--- src/rtl/program_flow_pkg.sv ---
// Shared opcode encoding, FSM states and width defaults for the UrCPU program-flow sequencer.
package program_flow_pkg;

    localparam int DEF_DATA_W      = 20;
    localparam int DEF_ADDR_W      = 16;
    localparam int DEF_STACK_DEPTH = 4;

    localparam logic [3:0] OP_NOP  = 4'h0;
    localparam logic [3:0] OP_JMP  = 4'h1;
    localparam logic [3:0] OP_JZ   = 4'h2;
    localparam logic [3:0] OP_JNZ  = 4'h3;
    localparam logic [3:0] OP_CALL = 4'h4;
    localparam logic [3:0] OP_RET  = 4'h5;
    localparam logic [3:0] OP_HALT = 4'hF;

    typedef enum logic [1:0] {
        ST_RUN   = 2'd0,
        ST_FLUSH = 2'd1,
        ST_HALT  = 2'd2
    } state_e;

endpackage

--- src/rtl/return_stack.sv ---
// Parameterised LIFO holding return addresses; illegal push/pop are ignored here and
// reported by the controller.
module return_stack #(
    parameter int DEPTH = 4,
    parameter int WIDTH = 16
) (
    input  logic             clk,
    input  logic             reset_n,
    input  logic             push,
    input  logic             pop,
    input  logic [WIDTH-1:0] data_in,
    output logic [WIDTH-1:0] data_out,
    output logic             full,
    output logic             empty
);

    localparam int PTR_W = $clog2(DEPTH);

    logic [WIDTH-1:0] mem_q [DEPTH];
    logic [PTR_W:0]   count_q;
    logic [PTR_W-1:0] top_idx;

    assign full     = (count_q == (PTR_W + 1)'(DEPTH));
    assign empty    = (count_q == '0);
    assign top_idx  = PTR_W'(count_q - (PTR_W + 1)'(1));
    assign data_out = mem_q[top_idx];

    // NOTE: sequential state is written with non-blocking assignments so every
    // register samples pre-edge values regardless of block ordering.
    always_ff @(posedge clk or negedge reset_n) begin
        if (!reset_n) begin
            count_q <= '0;
        end else if (push && !full) begin
            count_q <= count_q + (PTR_W + 1)'(1);
        end else if (pop && !empty) begin
            count_q <= count_q - (PTR_W + 1)'(1);
        end
    end

    // NOTE: the storage array is deliberately not reset; count_q alone defines
    // which entries are live, so the array can map onto plain RAM/flops.
    always_ff @(posedge clk) begin
        if (push && !full) begin
            mem_q[count_q[PTR_W-1:0]] <= data_in;
        end
    end

endmodule

--- src/rtl/program_flow_ctrl.sv ---
// UrCPU program-flow sequencer: owns the PC, decodes flow opcodes, drives the return
// stack and announces taken redirects with a one-cycle flush.
module program_flow_ctrl
    import program_flow_pkg::*;
#(
    parameter int                 DATA_W      = DEF_DATA_W,
    parameter int                 ADDR_W      = DEF_ADDR_W,
    parameter int                 STACK_DEPTH = DEF_STACK_DEPTH,
    parameter logic [ADDR_W-1:0]  RESET_PC    = '0
) (
    input  logic              clk,
    input  logic              reset_n,
    input  logic [DATA_W-1:0] instr,
    input  logic              instr_valid,
    output logic              instr_ready,
    input  logic              stall,
    input  logic              zero_flag,
    output logic [ADDR_W-1:0] pc,
    output logic              flush,
    output logic              halted,
    output logic              stack_err
);

    state_e            state_q, state_d;
    logic [ADDR_W-1:0] pc_q, pc_d;
    logic              flush_q, halted_q, stack_err_q;

    logic [3:0]        opcode;
    logic [ADDR_W-1:0] target;
    logic [ADDR_W-1:0] pc_inc;
    logic              accept;
    logic              redirect;
    logic              err_set;

    logic              stk_push, stk_pop;
    logic              stk_full, stk_empty;
    logic [ADDR_W-1:0] stk_top;

    assign opcode = instr[DATA_W-1 -: 4];
    assign target = instr[ADDR_W-1:0];
    assign pc_inc = pc_q + ADDR_W'(1);

    // Ready depends only on state and stall so no path exists from instr_valid.
    assign instr_ready = (state_q == ST_RUN) && !stall;
    assign accept      = instr_valid && instr_ready;

    return_stack #(
        .DEPTH (STACK_DEPTH),
        .WIDTH (ADDR_W)
    ) u_return_stack (
        .clk      (clk),
        .reset_n  (reset_n),
        .push     (stk_push),
        .pop      (stk_pop),
        .data_in  (pc_inc),
        .data_out (stk_top),
        .full     (stk_full),
        .empty    (stk_empty)
    );

    // NOTE: every signal driven here gets a default first, so no path can leave
    // one unassigned and infer a latch.
    always_comb begin
        pc_d     = pc_q;
        state_d  = state_q;
        redirect = 1'b0;
        err_set  = 1'b0;
        stk_push = 1'b0;
        stk_pop  = 1'b0;

        unique case (state_q)
            ST_RUN: begin
                if (accept) begin
                    pc_d = pc_inc;
                    case (opcode)
                        OP_JMP:  redirect = 1'b1;
                        OP_JZ:   redirect = zero_flag;
                        OP_JNZ:  redirect = !zero_flag;
                        OP_CALL: begin
                            if (stk_full) begin
                                err_set = 1'b1;
                            end else begin
                                stk_push = 1'b1;
                                redirect = 1'b1;
                            end
                        end
                        OP_RET: begin
                            if (stk_empty) begin
                                err_set = 1'b1;
                            end else begin
                                stk_pop = 1'b1;
                                pc_d    = stk_top;
                                state_d = ST_FLUSH;
                            end
                        end
                        OP_HALT: begin
                            pc_d    = pc_q;
                            state_d = ST_HALT;
                        end
                        default: ;
                    endcase
                    if (redirect) begin
                        pc_d    = target;
                        state_d = ST_FLUSH;
                    end
                end
            end
            ST_FLUSH: state_d = ST_RUN;
            ST_HALT:  state_d = ST_HALT;
            default:  state_d = ST_RUN;
        endcase
    end

    always_ff @(posedge clk or negedge reset_n) begin
        if (!reset_n) begin
            state_q     <= ST_RUN;
            pc_q        <= RESET_PC;
            flush_q     <= 1'b0;
            halted_q    <= 1'b0;
            stack_err_q <= 1'b0;
        end else begin
            state_q     <= state_d;
            pc_q        <= pc_d;
            flush_q     <= (state_d == ST_FLUSH);
            halted_q    <= (state_d == ST_HALT);
            stack_err_q <= stack_err_q | err_set;
        end
    end

    assign pc        = pc_q;
    assign flush     = flush_q;
    assign halted    = halted_q;
    assign stack_err = stack_err_q;

endmodule
--- config.mk ---
export PLATFORM = sky130hd
export DESIGN_NAME = program_flow_ctrl
export DESIGN_NICKNAME = d
export VERILOG_FILES = /design/src/rtl/program_flow_pkg.sv /design/src/rtl/return_stack.sv /design/src/rtl/program_flow_ctrl.sv
export SDC_FILE = /design/constraint.sdc
export NUM_CORES = 1
export LEC_CHECK = 0
export CORE_MARGIN = 5
export CORE_UTILIZATION = 36
export CTS_CLUSTER_DIAMETER = 60
export DETAILED_ROUTE_END_ITERATION = 8
export MAX_ROUTING_LAYER = met4
export PLACE_DENSITY_LB_ADDON = 0.05
export SETUP_SLACK_MARGIN = 0.1
export SYNTH_ARGS = -nofsm -noshare
export SYNTH_HDL_FRONTEND = slang
export SYNTH_SLANG_ARGS = --single-unit
--- constraint.sdc ---
create_clock -name clk -period 7.1 [get_ports clk]
set_input_delay 1.42 -clock clk [delete_from_list [all_inputs] [get_ports clk]]
set_output_delay 1.42 -clock clk [all_outputs]
set_load 0.03 [all_outputs]
==> qor.yml, run 1 <==
status: "complete, no violations"
die-area_mm2: 0.0137
wl_per_cell_um: 21.3
crit_path_frequent_cell: "clkdlybuf4s50_1"
syn_avg_cell_area_um2: 14.6
ctsResizeCount: 0
period_needed_ns: 4.10
worst_slew_pin_slew_ns: 1.04
fp-row-count: 39
ant_nets: 0
p_per_area_mw_per_mm2: 390
initial_core_util_pct: 36.5
period_share_pct: 57.8
overflow: 0
synth_area_leaders: "edfxtp_1, dfrtp_1, mux4_1"
path_class: "in -> out"
routed_via_density: 5.34
grt_pass1_vias: 2533
port_buffers: 44
hold_depth: 1
async_flop_share_pct: 27.3
slew_violations: 0
antenna_found_initial: 0
utilization_pct: 44.2
cts.htree.levels: 3
dr.pass1.iters: 4
yosysMostFrequentCell: "edfxtp_1"
final-seq-area_mm2: 0.00252
syn_nets: 314
via_count: 2547
r2r_cells: 7
hpwl_um: 6530
cts_root_buf: "clkbuf_16"
cp_slowest_cell: "clkdlybuf4s50_1"
yosysTopAreaCellShare_pct: 46.5
max_freq_mhz: 244
grtUsageTotal_pct: 16.3
fillers: 1094
maxCapViolCount: 0
seq_area_frac_synth_pct: 61.0
multiInputGateArea_mm2: 0.00151
synthToLayoutAreaGrowth_pct: 21.1
worstSetupStartpointType: "primary input"
syn-instance-count: 283
synth_top_flop_cell: "edfxtp_1"
finalClockSkew_ns: 0.00636
clock-sinks: 88
antennaDiodeCount: 0
fp.dieW_um: 117
synth_cell_type_count: 46
worst_setup_path_end_kind: "primary output"
clockBufferDepth: 2
gp_congestion: 0.716
crit_fanout: 3
finalHoldViolations: 0
clkLatencyLatePin_ns: 0.34
clkTransAtPathRegs_ns: 0.06
ir_drop_uv: 187
drc: 0
fp.dieH_um: 117
syn_area_mm2: 0.00414
synth-seq-cells: 88
grt_pass1_wl_um: 15400
postCtsSetupBuffers: 0
synthTopCellsByCount: "edfxtp_1, dfrtp_1, nand2_1, o21ai_0, mux4_1"
cp_slowest_stage_delay_ns: 0.70
core_area_mm2: 0.0113
grt_max_degree: 25
cp_cell_sequence: "clkdlybuf4s50_1 -> nor3_2 -> clkdlybuf4s50_1"
min-delay-path-class: "reg -> reg"
synth_top_cell_by_area: "edfxtp_1"
cts-buffers-inserted: 9
drive_gt1_share_pct: 10.2
required_ns: 5.68
wl_um: 10200
num_io_pins: 45
cts_tree: "yes"
leakagePower_nw: 1.79
fin_nets: 360
ctsHoldBuffers: 0
synth_edf_count: 64
finalSetupViolCount: 0
drt_iter0_drc: 112
arrival_ns: 2.68
yosysWarningCount: 0
slew_headroom_pct: 30.4
setup_tns_ns: 0
rsz0062_at_grt: "false"
## flip-flops by register name (all words and copies together) (netlist names)
register,cells
flush,1
halted,1
pc,16
stack_err,1
state_q,2
u_return_stack.count_q,3
u_return_stack.mem_q,64
## layout by cell type (no fill, tap or decap), types with 4 or more instances in the layout
master and count:
nand2_1 22, clkdlybuf4s50_1 44, mux2i_1 6, a211oi_1 8, edfxtp_1 64, ha_1 6, xor2_1 9, mux4_1 13
and2_1 10, a21oi_1 7, nor3_1 7, o21ai_0 17, xnor2_1 6, nor2_1 12, buf_4 4, dfrtp_1 24
inv_1 4, nand3_1 8, clkbuf_16 9
## per-stage QoR
| stage | hold WS (ns) | cell area [µm²] | instances | power, mW | worst slack (ns) |
|---|---|---|---|---|---|
| final | 0.474 | 5010 | 477 | 1.95 | 3.00 |
| after global routing | 0.509 | 5010 | 477 | 2.06 | 2.92 |
| after CTS | 0.479 | 5010 | 477 | 1.98 | 2.98 |
| after detailed placement | 0.465 | 4690 | 461 | 1.48 | 2.99 |
| after global placement | 0.472 | 4690 | 461 | 1.48 | 3.00 |
| after floorplan | 0.468 | 4140 | 283 | 1.23 | 3.83 |
## worst max-delay path: cells and delay by family
family,cells,cell delay [ns]
simple gates,1,0.15
buf+inv,2,1.11
## layer usage
metal  wire (µm)  vias to the layer above  global-route usage (%)
met5           0                        -                       -
met4         194                        0                    6.65
met3         350                       14                    2.62
met2        4960                       52                    25.9
met1        4650                     1291                    20.9
li1            -                     1190                       -
## final cells by class
type	instances	share of cell area [%]
tap	143	3.57
sequential	88	50.4
clock buffer	10	4.57
inverter	4	0.300
timing repair buffer	48	9.40
multi-input combinational	178	30.1
clock inverter	6	1.67
## cells by family (layout without fill, tap and decap cells)
group           Yosys count  count (layout)  synth area share [%]
simple gates             82              82                  11.3
xor+xnor                 16              16                  3.57
compound gates           49              49                  7.56
buf+inv                  17              68                  2.57
mux                      25              25                  12.2
flops                    88              88                  61.0
fa+ha+maj                 6               6                  1.82
## path summary, 6_finish.rpt
kind                                                 from                    endpoint  slack (ns)
worst max-delay path                                stall                 instr_ready        3.00
worst max register to register  u_return_stack.count_q[0]  u_return_stack.mem_q[0][0]        4.15
min in group asynchronous                         reset_n                  state_q[1]        1.47
worst min-delay path                            stack_err                   stack_err        0.47
worst min register to register                  stack_err                   stack_err        0.47
max in group asynchronous                         reset_n                       pc[6]        5.36
## power by group
group	internal, mW	total [mW]	switching, mW
registers	0.672	0.774	0.102
logic	0.300	0.682	0.381
clock network	0.306	0.496	0.190
Power figures use the tool's default switching activity.
==> inputs of run 2 (changes only) <==
Clock period 7.1 ns to 4 ns, I/O delays scaled along.
==> run 2 against run 1 <==
  * Highest routed layer unchanged
  * Largest cell class unchanged
  * Power increased by 82%
  * Die area unchanged
  * Worst hold slack improved by 0.012 ns
  * Utilization increased by 0.64 points
  * Combinational power increased by 85%
  * Flip-flop and latch count unchanged
  * Via count increased by 1.5%
  * Largest power group unchanged
  * Sequential share of layout area decreased by 0.72 points
  * Sequential power increased by 77%
  * Clock power increased by 84%
==> qor.yml, run 2 (synthesized netlist as in run 1, its figures left out) <==
layout.cells.non_filler: 485
cts_tree: "yes"
leakagePower_nw: 1.84
r2r-start: "u_return_stack.count_q[1]"
drc: 0
grt_pass1_vias: 2622
slew_headroom_pct: 37.6
fp.dieH_um: 117
rsz0062_at_grt: "false"
drive_gt1_share_pct: 12.6
max_freq_mhz: 347
wl_per_cell_um: 21.5
antenna_found_initial: 0
ctsHoldBuffers: 0
clkLatencyLatePin_ns: 0.33
r2r_cells: 7
setup_tns_ns: 0
min-delay-path-class: "reg -> reg"
period_share_pct: 71.9
finalSetupViolCount: 0
status: "complete, no violations"
multiInputGateArea_mm2: 0.00151
final_common_cell: "edfxtp_1"
ctsResizeCount: 0
slew_violations: 0
fillers: 1067
holdPathEnd: "stack_err"
clkTransAtPathRegs_ns: 0.06
r2r_setup_slack_ns: 1.59
r2r-end: "pc[0]"
postCtsSetupBuffers: 0
antennaDiodeCount: 0
worstSetupStartpointType: "primary input"
routed_via_density: 5.33
required_ns: 3.20
finalHoldViolations: 0
finalClockSkew_ns: 0.0102
drt_iter0_drc: 172
clockBufferDepth: 2
grt_pass1_wl_um: 15800
die-area_mm2: 0.0137
most-common-layout-cells: "edfxtp_1, clkdlybuf4s50_1, dfrtp_1"
p_clk_share_pct: 25.7
num_io_pins: 45
combPwrFrac_pct: 35.6
swShare_pct: 34.3
cp-startpoint: "stall"
cts_root_buf: "clkbuf_16"
initial_core_util_pct: 36.5
cts.htree.levels: 3
ir_drop_uv: 319
final-seq-area_mm2: 0.00252
largest_reg_flops: 64
clock-sinks: 88
ant_nets: 0
p_int_mw: 2.33
dr.pass1.iters: 4
wl_um: 10500
overflow: 0
hold_depth: 1
arrival_ns: 2.08
maxCapViolCount: 0
period_needed_ns: 2.88
fin_nets: 368
fp.dieW_um: 117
worst_slew_pin_slew_ns: 0.931
worst_setup_path_end_kind: "primary output"
gp_congestion: 0.752
pwr-share-seq_pct: 38.7
path_class: "in -> out"
p_per_area_mw_per_mm2: 699
fp-row-count: 39
hold_start: "stack_err"
p_switching_mw: 1.22
dp_cells: 469
port_buffers: 44
via_count: 2584
grtUsageTotal_pct: 16.5
hpwl_um: 6900
synthToLayoutAreaGrowth_pct: 22.8
grt_max_degree: 25
core_area_mm2: 0.0113
cts-buffers-inserted: 9
crit_fanout: 3
## run 2: critical path: stages
cell	delay (ns)
clkdlybuf4s50_1	0.41
nor3_2	0.16
clkdlybuf4s50_1	0.71
## run 2: how the worst max path moves through the flow
stage                                            end  slack (ns)  cells past startpoint
after CTS                                instr_ready        1.12                      3
after floorplan           u_return_stack.mem_q[0][0]        1.42                      4
after global routing                     instr_ready        1.04                      3
after detailed placement                       pc[4]        0.92                      6
after global placement                         pc[4]        0.95                      6
final                                    instr_ready        1.12                      3
## run 2: stage by stage
stage                     area (µm²)  setup WS, ns  utilization [%]  power, mW  hold WS [ns]
after floorplan                 4140          1.42                -       2.18         0.468
after global placement          4750         0.947             42.0       2.67         0.470
after detailed placement        4750         0.917             42.0       2.67         0.472
after CTS                       5080          1.12             44.9       3.59         0.487
after global routing            5080          1.04             44.9       3.75         0.497
final                           5080          1.12             44.9       3.55         0.487
## run 2: per-layer routing
layer  wire length [µm]  share of wire (%)  track usage [%]
met5                  0                  0                -
met4                108                1.0             5.28
met3                386                3.7             2.52
met2               4950                 47             25.0
met1               5010                 48             22.8
## run 2: power by group through the flow
stage                     sequential (mW)  combinational (mW)  clock (mW)
after detailed placement             1.39                1.27           0
after floorplan                      1.51               0.676           0
after CTS                            1.38                1.28       0.932
after global routing                 1.40                1.37       0.980
after global placement               1.39                1.28           0
final                                1.37                1.26       0.913
## run 2: layout make-up
| cell class | instances | area share, % |
|---|---|---|
| clock buffers | 13 | 5.12 |
| flip-flops and latches | 88 | 49.7 |
| multi-input cells | 178 | 29.7 |
| inverters | 4 | 0.296 |
| repair buffers | 56 | 10.4 |
| well taps | 143 | 3.52 |
| clock inverters | 3 | 1.28 |
==> inputs of run 3 (changes only) <==
Clock period 4 ns to 2.6 ns, I/O delays scaled along.
==> run 3 against run 2 <==
  * Design area up 1.5%
  * Critical path depth unchanged
  * Sequential power up 55%
  * Register-to-register slack worse by 1.2 ns
  * Non-clock buffer count up 8
  * Flip-flop and latch count unchanged
  * Sequential share of layout area down 0.72 points
  * Largest cell class unchanged
  * Highest routed layer unchanged
==> qor.yml, run 3 (synthesized netlist as in run 1, its figures left out) <==
status: "complete, no violations"
wl_met2_um: 4950
worst_setup_path_end_kind: "primary output"
r2r_setup_slack_ns: 0.37
total_power_mw: 5.38
cp_slowest_stage_delay_ns: 0.71
slew_violations: 0
clock-sinks: 88
ctsResizeCount: 0
r2r-end: "pc[5]"
rsz0062_at_grt: "false"
arrival_ns: 1.81
antennaDiodeCount: 0
clkLatencyLatePin_ns: 0.33
required_ns: 2.08
port_buffers: 44
dr.pass1.iters: 5
wl_per_cell_um: 20.8
finalClockSkew_ns: 0.00807
path_class: "in -> out"
gp_congestion: 0.710
clockBufferDepth: 2
fp-row-count: 39
preCtsSetupSlack_ns: 0.0939
drc: 0
core_area_mm2: 0.0113
ant_nets: 0
slew_headroom_pct: 70.2
setup_tns_ns: 0
hpwl_um: 7180
via_count: 2561
antenna_found_initial: 0
clkTransAtPathRegs_ns: 0.06
fillers: 1034
drive_gt1_share_pct: 14.3
fin_nets: 376
placed_cell_area_mm2: 0.00485
finalHoldViolations: 0
ctsHoldBuffers: 0
final-seq-area_mm2: 0.00252
grt_max_degree: 25
grtUsageTotal_pct: 16.9
fp.dieH_um: 117
crit_fanout: 3
initial_core_util_pct: 36.5
cts_root_buf: "clkbuf_16"
final.setup.worst_slack_ns: 0.271
cts.htree.levels: 3
wl_met1_um: 4770
r2r-start: "u_return_stack.count_q[1]"
num_io_pins: 45
r2r_cells: 7
finalSetupViolCount: 0
crit_path_end: "instr_ready"
most-common-layout-cells: "edfxtp_1, clkdlybuf4s50_1, dfrtp_1"
crit_path_frequent_cell: "clkdlybuf4s50_1"
cp_cell_sequence: "clkdlybuf4s50_1 -> nor3_2 -> clkdlybuf4s50_1"
final_common_cell: "edfxtp_1"
grt_pass1_vias: 2649
routed_via_density: 5.19
postCtsSetupBuffers: 0
cts-buffers-inserted: 9
wl_met3_um: 412
worst_slew_pin_slew_ns: 0.446
worstSetupStartpointType: "primary input"
multiInputGateArea_mm2: 0.00151
whs_ns: 0.468
drt_iter0_drc: 154
max_freq_mhz: 429
overflow: 0
cp_slowest_cell: "clkdlybuf4s50_1"
grt_pass1_wl_um: 15900
min-delay-path-class: "reg -> reg"
ir_drop_uv: 346
top_layer: "met4"
largest_reg_flops: 64
period_needed_ns: 2.33
cts_tree: "yes"
final_area_mm2: 0.00515
wl_um: 10300
fp.dieW_um: 117
p_per_area_mw_per_mm2: 1040
die-area_mm2: 0.0137
maxCapViolCount: 0
cp-startpoint: "stall"
period_share_pct: 89.6
synthToLayoutAreaGrowth_pct: 24.6
leakagePower_nw: 1.88
[run 3: cell count changes in the layout (fill, tap and decap cells not counted), sizes merged]
| cell | change |
|---|---|
| clkbuf | +1 |
| buf | +8 |
| bufinv | -1 |
| clkinv | -1 |
| inv | +1 |
[run 3: per-layer routing]
metal,track usage [%],vias to the layer above
met5,-,-
met3,2.26,9
met1,22.7,1270
met2,26.0,56
met4,6.80,0
li1,-,1226
[run 3: metrics by stage]
stage | cells | util (%)
finish | 493 | 45.5
global placement | 477 | 42.8
global route | 493 | 45.5
detailed placement | 477 | 42.8
CTS | 493 | 45.5
floorplan | 283 | -
[run 3: area by class of cell]
class / count / area share (%)
clock buffers: 14 / 5.12
multi-input cells: 178 / 29.2
flip-flops and latches: 88 / 48.9
well taps: 143 / 3.47
inverters: 4 / 0.291
repair buffers: 64 / 12.2
clock inverters: 2 / 0.753
[run 3: worst min-delay path by stage]
stage | from | endpoint | slack, ns | cells after the start
finish | stack_err | stack_err | 0.47 | 1
global route | stack_err | stack_err | 0.50 | 1
CTS | stack_err | stack_err | 0.48 | 1
detailed placement | stack_err | stack_err | 0.46 | 1
global placement | stack_err | stack_err | 0.47 | 1
floorplan | reset_n | flush | 0.22 | 0
[run 3: power by group]
group | total, mW | internal [mW] | switching (mW)
clock | 1.31 | 0.802 | 0.507
sequential | 2.13 | 1.84 | 0.295
combinational | 1.94 | 0.880 | 1.06
[run 3: critical path, delay by kind of cell]
kind                   cells  cell delay (ns)
AND/OR/NAND/NOR            1             0.16
buffers and inverters      2             1.12
